## config.mk

```make
export PLATFORM = sky130hd
export DESIGN_NAME = frame_min_max
export DESIGN_NICKNAME = d
export VERILOG_FILES = /design/src/rtl/frame_min_max.sv
export SDC_FILE = /design/constraint.sdc
export NUM_CORES = 1
export LEC_CHECK = 0
export ABC_CLOCK_PERIOD_IN_PS = 2800
export BUFFER_PORTS_ARGS = -buffer_cell sky130_fd_sc_hd__buf_2
export CORE_ASPECT_RATIO = 0.75
export CORE_UTILIZATION = 40
export CTS_BUF_LIST = sky130_fd_sc_hd__clkbuf_4 sky130_fd_sc_hd__clkbuf_8 sky130_fd_sc_hd__clkbuf_16
export DETAILED_ROUTE_END_ITERATION = 6
export GPL_TIMING_DRIVEN = 0
export HOLD_SLACK_MARGIN = 0.05
export PLACE_DENSITY_LB_ADDON = 0.3
export SYNTH_ARGS = -nofsm -noshare
export SYNTH_HDL_FRONTEND = slang
export SYNTH_SLANG_ARGS = --single-unit
```

## constraint.sdc

```tcl
create_clock -name clk -period 2.8 [get_ports clk]
set_input_delay 0.14 -clock clk [delete_from_list [all_inputs] [get_ports clk]]
set_output_delay 0.14 -clock clk [all_outputs]
set_load 0.05 [all_outputs]
```

## src/rtl/frame_min_max.sv

```systemverilog
// Per-frame minimum/maximum reduction over a valid/ready sample stream.
// Ordering uses strict less-than, so ties keep the first occurrence index.
module frame_min_max #(
  parameter int unsigned WIDTH     = 32,
  parameter int unsigned FRAME_LEN = 16,
  parameter bit          SIGNED    = 1'b1,
  localparam int unsigned CW       = $clog2(FRAME_LEN + 1)
) (
  input  logic             clk,
  input  logic             rst_n,
  input  logic [WIDTH-1:0] in_data,
  input  logic             in_valid,
  input  logic             in_last,
  output logic             in_ready,
  output logic [WIDTH-1:0] out_min,
  output logic [WIDTH-1:0] out_max,
  output logic [CW-1:0]    out_min_idx,
  output logic [CW-1:0]    out_max_idx,
  output logic [CW-1:0]    out_count,
  output logic             out_valid,
  input  logic             out_ready
);

  typedef enum logic [1:0] {StEmpty, StAccum, StHold} state_e;

  state_e           r_state;
  logic [WIDTH-1:0] r_min;
  logic [WIDTH-1:0] r_max;
  logic [CW-1:0]    r_min_idx;
  logic [CW-1:0]    r_max_idx;
  logic [CW-1:0]    r_count;

  logic          w_accept;
  logic          w_lt_min;
  logic          w_lt_max;
  logic          w_close;
  logic [CW-1:0] w_count_inc;

  function automatic logic lt(input logic [WIDTH-1:0] a, input logic [WIDTH-1:0] b);
    if (SIGNED) return $signed(a) < $signed(b);
    else        return a < b;
  endfunction

  // in_ready depends only on state, out_ready and reset, never on in_valid/in_data.
  assign in_ready    = rst_n & ((r_state != StHold) | out_ready);
  assign w_accept    = in_valid & in_ready;
  assign w_lt_min    = lt(in_data, r_min);
  assign w_lt_max    = lt(r_max, in_data);
  assign w_count_inc = r_count + CW'(1);
  assign w_close     = in_last | (w_count_inc == CW'(FRAME_LEN));

  always_ff @(posedge clk or negedge rst_n) begin
    if (!rst_n) begin
      r_state   <= StEmpty;
      r_min     <= '0;
      r_max     <= '0;
      r_min_idx <= '0;
      r_max_idx <= '0;
      r_count   <= '0;
    end else if (w_accept && r_state != StAccum) begin
      // Seeding a new frame; from HOLD this also completes the output handshake.
      r_min     <= in_data;
      r_max     <= in_data;
      r_min_idx <= '0;
      r_max_idx <= '0;
      r_count   <= CW'(1);
      r_state   <= in_last ? StHold : StAccum;
    end else if (w_accept) begin
      if (w_lt_min) begin
        r_min     <= in_data;
        r_min_idx <= r_count;
      end
      if (w_lt_max) begin
        r_max     <= in_data;
        r_max_idx <= r_count;
      end
      r_count <= w_count_inc;
      if (w_close) r_state <= StHold;
    end else if (r_state == StHold && out_ready) begin
      r_state <= StEmpty;
    end
  end

  assign out_min     = r_min;
  assign out_max     = r_max;
  assign out_min_idx = r_min_idx;
  assign out_max_idx = r_max_idx;
  assign out_count   = r_count;
  assign out_valid   = (r_state == StHold);

endmodule

```

Word-level counts from Yosys, hierarchy flattened
Index checks and enable logic that the tools add are counted.

$add $sub $neg: 1. Order comparisons: 2. Equal/unequal tests: 5. Mux-type cells: 19. Bitwise operators: 4. Reductions and logical operators: 9.

Operators with widths (count): 2-to-1 mux 32 bit (6); less-than comparator 32 bit (2); 2-to-1 mux 5 bit (8); 2-to-1 mux 2 bit (5); AND reduction 2 bit (3); nonzero test 2 bit (3); adder 5 x 1 -> 5 bit (second input constant) (1); == test 5 bit (second input constant) (1); != test 3 x 1 -> 1 bit (second input constant) (1); nonzero test 3 bit (1); bitwise AND 1 bit (2); == test 2 bit (second input constant) (1); logical AND 1 bit (2); != test 2 x 1 -> 1 bit (second input constant) (1); != test 2 bit (second input constant) (1); bitwise OR 1 bit (2).

Bits in registers: 81. Bits of input ports: 37. Output and inout port bits: 81. Logic and storage cells: 46.

Depth between registers and ports, before layout
Word-level depth: 7. Mapped depth: 11. Depth with buffers taken out: 9.

Worst setup path before layout
Ideal clock, no wire load.

Path type: register to register. Start: register r_max[29] (netlist: out_max[29]). End: register r_max[0] (netlist: out_max[0]). Setup time: 0.125 ns. Arrival time: 2.855 ns. Data required time: 2.675 ns. Path slack: -0.180 ns. Cell stages (with the launch flop): 11. Path buffers: 2. Period minus slack after synthesis: 2.980 ns. Cells stage by stage: dfrtp_1 ha_1 a21o_1 a211o_1 a2111oi_4 o2111ai_1 a21o_1 a31o_1 buf_6 buf_12 mux2_4.

Word-level cells in the longest chain between the ends: 3.

Ends and longest elaborated chain: from (decl) (line 28) `logic [WIDTH-1:0] r_max;`; from (signal assigned) (line 63) `r_max <= in_data;`; from (signal assigned) (line 74) `r_max <= in_data;`; less-than comparator 32 bit (line 40) `if (SIGNED) return $signed(a) < $signed(b);`; nonzero test 2 bit (no source line); AND reduction 2 bit (no source line).

Every way passes these cells. A chain may end at the register's enable or synchronous reset.

Worst setup path after layout
Start: register r_max[13] (netlist: out_max[13]). End: register r_max[10] (netlist: out_max[10]).

The elaborated chain is that of the path after synthesis.

==> impl_metrics.toml <==
[outcome]
outcome = "finished, final reports clean"

[power_and_ir_drop]
p_leak_nw = 3.21
vdd.ir_drop.worst_uv = 616
power_w = 0.00694
p_per_area_mw_per_mm2 = 1140

[setup_path]
cp.arrival_ns = 2.98
crit_fanout = 10
cp_cell_sequence = "ha_1 > a21oi_1 > o21ai_0 > nor3_1 > o2111ai_1 > a21o_1 > a31o_1 > buf_6 > buf_12 > mux2_4"
cp-end-kind = "flop"
critical_path.max_stage_delay_ns = 0.40
worstSetupStartpointType = "flop"
cpLargestDelayFamily = "compound AO/OA/AOI/OAI gates"
critPathBufInv = 2
required_ns = 3.02
path_class = "flop to flop"
cpMaxStageDelayCell = "dfrtp_1"

[die]
core-area_mm2 = 0.0117
die-area_mm2 = 0.0126
initial_core_util_pct = 41.5
rows = 34
fp.dieH_um = 97.4
pin_count = 118
die_width_um = 129

[global_routing]
grt_usage_pct = 21.3
first_global_vias = 3987
antenna_found_initial = 1
grt_first_pass_wirelength_um = 20700
grt_max_degree = 69
grt_remaining_overflow = 0

[timing]
setup-violations-final = 0
skew_ns = 0.00662
finalCritPeriodShare_pct = 98.6
tightest_slew_ns = 0.581
slew_headroom_pct = 61.1
final.setup.tns_ns = 0
slew_viol_final = 0
finalHoldViolCount = 0
min_period_ns = 2.76
max_freq_mhz = 362
rsz0062_at_grt = "true"

[routing]
dr.pass1.iters = 4
antenna_left = 0
drt_iter0_markers = 185
routedWlPerCell_um = 16.2
drc = 0
via_per_inst = 5.22
drt_wl_total_um = 12600
vias = 4069

[logic_synthesis]
synth_top_area_share_pct = 41.8
synthTopCellsByArea = "dfrtp_1 (42%), ha_1 (16%), mux2_4 (7.7%), inv_1 (5.0%), o21ai_0 (4.8%)"
synth_warnings = 0
synthArstFlopShare_pct = 100
netlist_area_mm2 = 0.00485
synth_edf_count = 0
ys_types = 44
synth_most_common_cell = "dfrtp_1"
synth_cells = 475
synth_area_per_cell_um2 = 10.2
synth_seq_cells = 81
synth_commonest_cells = "dfrtp_1 (81), inv_1 (65), ha_1 (63)"
synth_fp_nets = 575
yosysSeqAreaShare_pct = 41.8
yosysTopAreaCell = "dfrtp_1"
synthFlopType = "dfrtp_1"

[clock_network]
clk_path_buf_depth = 2
clk_latency_ns = 0.34
clkSinkCount = 81
path_clk_slew_ns = 0.06
tritoncts = "done"
root_buffer = "clkbuf_16"
numCtsBuffers = 9
cts_htree_levels = 3

[layout]
final_nets = 712
final_util_pct = 52.3
syn_to_final_growth_pct = 26.1
drive_above_1_share_pct = 31.1
fillers = 1055

[placed_design]
place.gp.congestion = 0.786
io_buffers = 117
dp_hpwl_um = 9530

[min_path]
min_path_type = "input port to flop"

[run]
max_cap_viol_count = 0
==> placed cells by master (no fill, tap or decap), types with 3 or more instances in the layout <==
cell type / count
nand2b_1: 6
o21ai_0: 39
clkbuf_16: 9
nor2_1: 14
a21oi_1: 24
nand4_1: 7
nor3_1: 6
a21o_1: 4
ha_1: 62
mux2_4: 25
clkbuf_1: 6
a32o_1: 5
clkbuf_8: 3
o21ai_1: 7
inv_1: 65
o21a_1: 3
buf_4: 10
nand2_1: 27
mux2_2: 8
dfrtp_1: 79
nand3_1: 39
buf_2: 116
clkbuf_4: 3
a22o_1: 4
==> per-stage QoR <==
step / hold WS (ns) / cells / setup slack, ns / area (um^2)
final: 0.0688 / 780 / 0.0393 / 6110
after global routing: 0.0630 / 779 / -0.0316 / 6110
after CTS: 0.0613 / 775 / 0.0140 / 6050
after detailed placement: 0.0134 / 755 / -0.241 / 5680
after global placement: 0.344 / 754 / -0.749 / 5650
after floorplan: -0.156 / 475 / 0.00848 / 4870
==> where the power goes <==
part	internal (W)	switching [W]
logic	0.00117	0.00265
clock network	0.000692	0.000461
registers	0.00159	0.000382
==> path summary, 6_finish.rpt <==
kind                                       startpoint                    endpoint  slack, ns  depth (start not counted)
max                           out_max[13]$_DFFE_PN0P_     out_max[10]$_DFFE_PN0P_       0.04                         10
min                                        in_data[5]      out_max[5]$_DFFE_PN0P_       0.07                          2
max reg2reg                   out_max[13]$_DFFE_PN0P_     out_max[10]$_DFFE_PN0P_       0.04                         10
min reg2reg                out_max_idx[0]$_DFFE_PN0P_  out_max_idx[0]$_DFFE_PN0P_       0.48                          1
max in group asynchronous                       rst_n     out_max[29]$_DFFE_PN0P_       1.88                          4
min in group asynchronous                       rst_n  out_max_idx[3]$_DFFE_PN0P_       0.20                          2
==> per-layer routing <==
metal | GRT usage [%] | share of wire, % | vias up | routed length (um)
met2 | 31.3 | 44 | 117 | 5520
met3 | 5.67 | 6.7 | 8 | 852
met5 | 0 | 0 | - | 0
met4 | 5.34 | 0.69 | 0 | 87
met1 | 30.7 | 49 | 1979 | 6190
li1 | - | - | 1965 | -
==> registers in the layout (all words and copies together), names as in the netlist <==
name and count:
out_max 32, out_min 32, out_count 5, out_max_idx 5
out_min_idx 5, r_state 2
==> what timing repair did <==
action	CTS	global route
pin swaps	4	3
hold buffers	3	0
buffers inserted	1	5
hold endpoints to repair	83	0
gates resized for setup	7	20
endpoints found under the setup margin	61	60
==> cell type report <==
class	count	area, um^2	share of cell area [%]
Multi-Input combinational cell	314	2510	41.1
Sequential cell	81	2030	33.2
Timing Repair Buffer	127	708	11.6
Clock buffer	14	282	4.60
Inverter	65	244	3.99
Tap cell	162	203	3.31
Buffer	14	119	1.94
Clock inverter	2	12.5	0.205
Antenna cell	1	2.50	0.0409
==> cell families (layout without fill, tap and decap cells) <==
family          Yosys count  after routing  share of synthesized area, %
compound gates          111            111                          14.5
fa+ha+maj                63             63                          16.2
buf+inv                  80            222                          7.20
flops                    81             81                          41.8
mux                      33             33                          9.60
other cells               0              1                             0
simple gates            107            107                          10.7
No activity file was read; power rests on OpenSTA's default activity.
